File: src/rtl/ctl_seq_pkg.sv
// ctl_seq_pkg: state encoding and reset constants shared by the ctl_seq sequencer.
// Rev 1.0
`default_nettype none

package ctl_seq_pkg;

  typedef enum logic [1:0] {
    IDLE  = 2'd0,
    SETUP = 2'd1,
    REQ   = 2'd2,
    REL   = 2'd3
  } ctl_seq_state_t;

  localparam int unsigned PAT_RST = 0;
  localparam int unsigned IDX_RST = 0;
  localparam int unsigned CNT_RST = 0;

endpackage

`default_nettype wire

File: src/rtl/sync2.sv
// sync2: generic two-flop synchronizer with synchronous active-high reset.
// Rev 1.0
`default_nettype none

module sync2 #(
  parameter int W = 1
) (
  input  logic         clk,
  input  logic         rst,
  input  logic [W-1:0] d,
  output logic [W-1:0] q
);

  logic [W-1:0] meta;

  always_ff @(posedge clk) begin
    if (rst) begin
      meta <= '0;
      q    <= '0;
    end else begin
      meta <= d;
      q    <= meta;
    end
  end

endmodule

`default_nettype wire

File: src/rtl/ctl_seq.sv
// ctl_seq: control-token sequencer driving a 4-phase bundled-data handshake.
// Rev 1.0 -- define CTL_SEQ_SYNC_EN to pass actl_i through a two-flop synchronizer.
`default_nettype none

module ctl_seq
  import ctl_seq_pkg::*;
#(
  parameter  int LEN = 8,
  parameter  int CW  = 16,
  localparam int IW  = $clog2(LEN)
) (
  input  logic          clk,
  input  logic          rst,
  input  logic          start,
  input  logic [CW-1:0] nburst,
  input  logic          stop,
  input  logic          ld,
  input  logic [LEN-1:0] pat_i,
  output logic          rctl_o,
  output logic          dctl_o,
  input  logic          actl_i,
  output logic          busy_o,
  output logic          done_o,
  output logic [IW-1:0] idx_o
);

  ctl_seq_state_t state;
  logic [LEN-1:0] pat;
  logic [IW-1:0]  idx;
  logic [CW-1:0]  cnt;
  logic [CW-1:0]  nb;
  logic           stop_flag;
  logic           rctl;
  logic           dctl;
  logic           done;
  logic           ack;

  logic [IW-1:0]  idx_nxt;
  logic [CW-1:0]  cnt_nxt;
  logic           last;

`ifdef CTL_SEQ_SYNC_EN
  sync2 #(
    .W (1)
  ) u_ack_sync (
    .clk (clk),
    .rst (rst),
    .d   (actl_i),
    .q   (ack)
  );
`else
  assign ack = actl_i;
`endif

  // Index wraps explicitly so non-power-of-two pattern lengths work.
  assign idx_nxt = (idx == IW'(LEN - 1)) ? '0 : idx + 1'b1;
  assign cnt_nxt = cnt + 1'b1;
  assign last    = stop_flag | stop | ((nb != '0) && (cnt_nxt == nb));

  always_ff @(posedge clk) begin
    if (rst) begin
      state     <= IDLE;
      pat       <= LEN'(PAT_RST);
      idx       <= IW'(IDX_RST);
      cnt       <= CW'(CNT_RST);
      nb        <= '0;
      stop_flag <= 1'b0;
      rctl      <= 1'b0;
      dctl      <= 1'b0;
      done      <= 1'b0;
    end else begin
      done <= 1'b0;
      case (state)
        IDLE: begin
          // A load in the same cycle as start lands first, so the burst sees it.
          if (ld) begin
            pat <= pat_i;
            idx <= IW'(IDX_RST);
          end
          if (start) begin
            state     <= SETUP;
            nb        <= nburst;
            cnt       <= CW'(CNT_RST);
            stop_flag <= 1'b0;
          end
        end
        SETUP: begin
          dctl      <= pat[idx];
          rctl      <= 1'b1;
          stop_flag <= stop_flag | stop;
          state     <= REQ;
        end
        REQ: begin
          stop_flag <= stop_flag | stop;
          if (ack) begin
            rctl  <= 1'b0;
            state <= REL;
          end
        end
        REL: begin
          stop_flag <= stop_flag | stop;
          if (!ack) begin
            idx <= idx_nxt;
            cnt <= cnt_nxt;
            if (last) begin
              state <= IDLE;
              done  <= 1'b1;
            end else begin
              state <= SETUP;
            end
          end
        end
        default: state <= IDLE;
      endcase
    end
  end

  assign rctl_o = rctl;
  assign dctl_o = dctl;
  assign busy_o = (state != IDLE);
  assign done_o = done;
  assign idx_o  = idx;

endmodule

`default_nettype wire

File: config.mk
export PLATFORM = sky130hd
export DESIGN_NAME = ctl_seq
export DESIGN_NICKNAME = d
export VERILOG_FILES = /design/src/rtl/ctl_seq_pkg.sv /design/src/rtl/sync2.sv /design/src/rtl/ctl_seq.sv
export SDC_FILE = /design/constraint.sdc
export NUM_CORES = 1
export LEC_CHECK = 0
export BUFFER_PORTS_ARGS = -buffer_cell sky130_fd_sc_hd__buf_2
export CORE_ASPECT_RATIO = 1.1
export CORE_MARGIN = 1.5
export CORE_UTILIZATION = 56
export DETAILED_ROUTE_END_ITERATION = 8
export GPL_TIMING_DRIVEN = 0
export PLACE_DENSITY = 0.78
export SYNTH_ARGS = -nofsm -noshare
export SYNTH_HDL_FRONTEND = slang
export SYNTH_SLANG_ARGS = --single-unit
File: constraint.sdc
create_clock -name clk -period 2.68 [get_ports clk]
set_clock_uncertainty 0.15 [all_clocks]
set_input_delay 0.268 -clock clk [delete_from_list [all_inputs] [get_ports clk]]
set_output_delay 0.268 -clock clk [all_outputs]
set_load 0.02 [all_outputs]
==> out/qor.txt <==
Run status = finished clean
First-pass GRT wire length = 11600 microns
Clk Latency, worst-skew pair = 0.30 ns
Commonest non-fill, non-tap cells in the layout = 58 x nand2_1, 53 x a21oi_1, 49 x dfxtp_1
R2r setup slk = 0.10 ns
Fillers = 414
Unrepaired setup endpoints after global routing = no
Period Utilization, post-route = 96.1%
Slew HR = 59.5%
Via count = 2745
Drt total wl = 6880 microns
Hold Path Origin = nburst[11]
R2R cell count = 7
Top Ports = 37
# diodes = 0
Register bit count reported by yosys = 49
CTS tree = yes
Vias per Instance = 6.02
Largest net degree at the start of global routing = 16
Cts repair resizes = 0
Largest family of logic cells by synthesized area = simple AND/OR/NAND/NOR gates
Post-Synth XOR/XNOR Area = 6.38%
Hold Fails Final Rpt = 0
Async SR Flop Fraction = 0%
Hold path endpoint = nb[11]
Die X = 69.8 microns
Dpl cells = 448
Starting Density = 58.7%
Largest cells by area after synthesis = dfxtp_1 36%, a21oi_1 9.7%, nand2_1 7.9%
Worst hold slack = 0.0473 ns
Top FF cell, synth = dfxtp_1
Clock Root Buffer = clkbuf_8
Worst VDD drop = 423 uV
WL per Instance = 15.1 microns
Post-synth EDFFs = 0
Yosys warnings = 0
DRT Pass-1 Iters = 5
Min Tclk post-route = 2.58 ns
Critical setup path kind = reg2reg
Clk buf depth = 2
Class of the worst hold path = in2reg
Post-detail-place hpwl = 5030 microns
Share of cells above drive strength 1 = 15.0%
Sequential-to-total area share from yosys stat = 35.7%
Total power = 2070 uW
Vias in the first global route = 2487
Total GRT Usage = 26.5%
TritonCTS Sinks = 49
Gr ovfl total = 0
Most common cell after layout, fill and taps aside = nand2_1
Mean area per synthesized cell = 7.70 sq um
Startpoint Class = flip-flop
Final instance area = 3110 sq um
Synth top area share = 35.7%
Area share of and/or/nand/nor cells after synthesis = 28.0%
Die H = 76.5 microns
Setup crit end kind = flip-flop
RePlAce Congestion = 0.916
Cell accounting for the most synthesized area = dfxtp_1
Post-synthesis cell count = 357
# DRC = 0
Worst EP required = 2.71 ns
Post-cts hold buffer count = 0
Mux contribution to synthesized area = 3.10%
Net count reported at finish = 436
Slew @ Worst Pin = 0.607 ns
Layout area overhead = 13.3%
Final Max Slew Viols = 0
Initial antenna violation count = 0
Cell Rows = 26
Reg2Reg Capture Point = state[0]
Syn_nets = 394
Antenna viol nets, final = 0
H-tree depth = 2
Core area = 4680 sq um
Port bufs = 35
Yosys cell types = 49
Power per cell area = 666 nW/um^2
Die area = 5340 sq um
P_leak = 0.00121 uW
Launching point of the worst reg2reg path = cnt[1]
Arr. time, crit path = 2.61 ns
Largest fanout on the critical path = 6
Num CTS Buffers = 5
Fmax = 388 MHz
# setup viols final = 0
Max Cap Violations = 0
Synth Area in Compound Gates = 18.9%
Clock Pin Slew Worst Setup and Hold Paths = 0.09 ns
Post-synthesis adder-cell area fraction = 3.19%
DRT iter0 DRCs = 297
Area after DPL = 2990 sq um
Setup TNS = 0 ns
Post-CTS Setup Bufs = 0
Hold Crit Depth = 3
Finished Layout Cells = 456
Mapped cell area = 2750 sq um
kinds of logic (layout without fill, tap and decap cells):
group	after synthesis	count (layout)
muxes	6	6
adders and majority gates	7	7
buffers and inverters	31	74
xor gates and xnor gates	20	20
and+or+nand+nor	154	154
AOI/OAI and AO/OA	90	90
DFF	49	49
per-layer routing:
| metal | routed length, microns | up-vias | track usage (%) |
|---|---|---|---|
| met5 | 0 | - | 0 |
| li1 | - | 1342 | - |
| met3 | 389 | 21 | 3.70 |
| met1 | 3310 | 1271 | 38.3 |
| met2 | 3010 | 111 | 40.0 |
| met4 | 167 | 0 | 10.0 |
stage by stage:
stage | utilization [%] | worst slack, ns
finish | 66.5 | 0.104
global route | 66.5 | 0.0407
global placement | 63.9 | 0.0292
detailed placement | 63.9 | 0.0408
floorplan | - | 0.496
CTS | 66.3 | 0.0119
cell usage after synthesis, types with 5 or more instances:
| master | instances |
|---|---|
| a21oi_1 | 53 |
| clkbuf_1 | 13 |
| dfxtp_1 | 49 |
| ha_1 | 7 |
| inv_1 | 10 |
| nand2_1 | 58 |
| nand2b_1 | 7 |
| nand3_1 | 20 |
| nand4_1 | 6 |
| nor2_1 | 26 |
| nor2b_1 | 5 |
| nor4_1 | 6 |
| o21ai_0 | 16 |
| or3_1 | 5 |
| xnor2_1 | 12 |
| xor2_1 | 8 |
area by class of cell:
class                   instances  area, sq um  area share (%)
multi-input cells             277         1650            52.9
plain buffers                  21         91.3            2.93
repair buffers                 35          175            5.63
flip-flops and latches         49          981            31.5
inverters                      10         37.5            1.21
clock buffers                   6         72.6            2.33
well taps                      56         70.1            2.25
clock inverters                 2         38.8            1.25
state kept, by name, indices dropped and copies added (netlist names):
name / cells
dctl_o: 1
rctl_o: 1
cnt: 16
nb: 16
stop_flag: 1
pat: 8
state: 2
idx_o: 3
done_o: 1
critical path, stage by stage, from the launching register on:
cell,delay (ns)
dfxtp_1,0.44
ha_2,0.30
nand4_2,0.21
or3_4,0.47
o221ai_2,0.20
o2111ai_1,0.18
nor4_2,0.40
o22ai_1,0.11
worst max-delay path by stage:
stage	slack, ns	end	startpoint
final	0.10	state[0]	cnt[1]
after global routing	0.04	state[0]	cnt[1]
after CTS	0.01	state[0]	cnt[1]
after detailed placement	0.04	state[0]	cnt[1]
after global placement	0.03	state[0]	cnt[1]
after floorplan	0.50	state[0]	cnt[1]
power breakdown:
group          switching [uW]  leakage (uW)  total (uW)  internal (uW)
registers                81.5      0.000399         894            813
logic                     403      0.000759         641            239
clock network             257     0.0000554         538            281
total                     741       0.00121        2070           1330
Power figures use the tool's default switching activity.
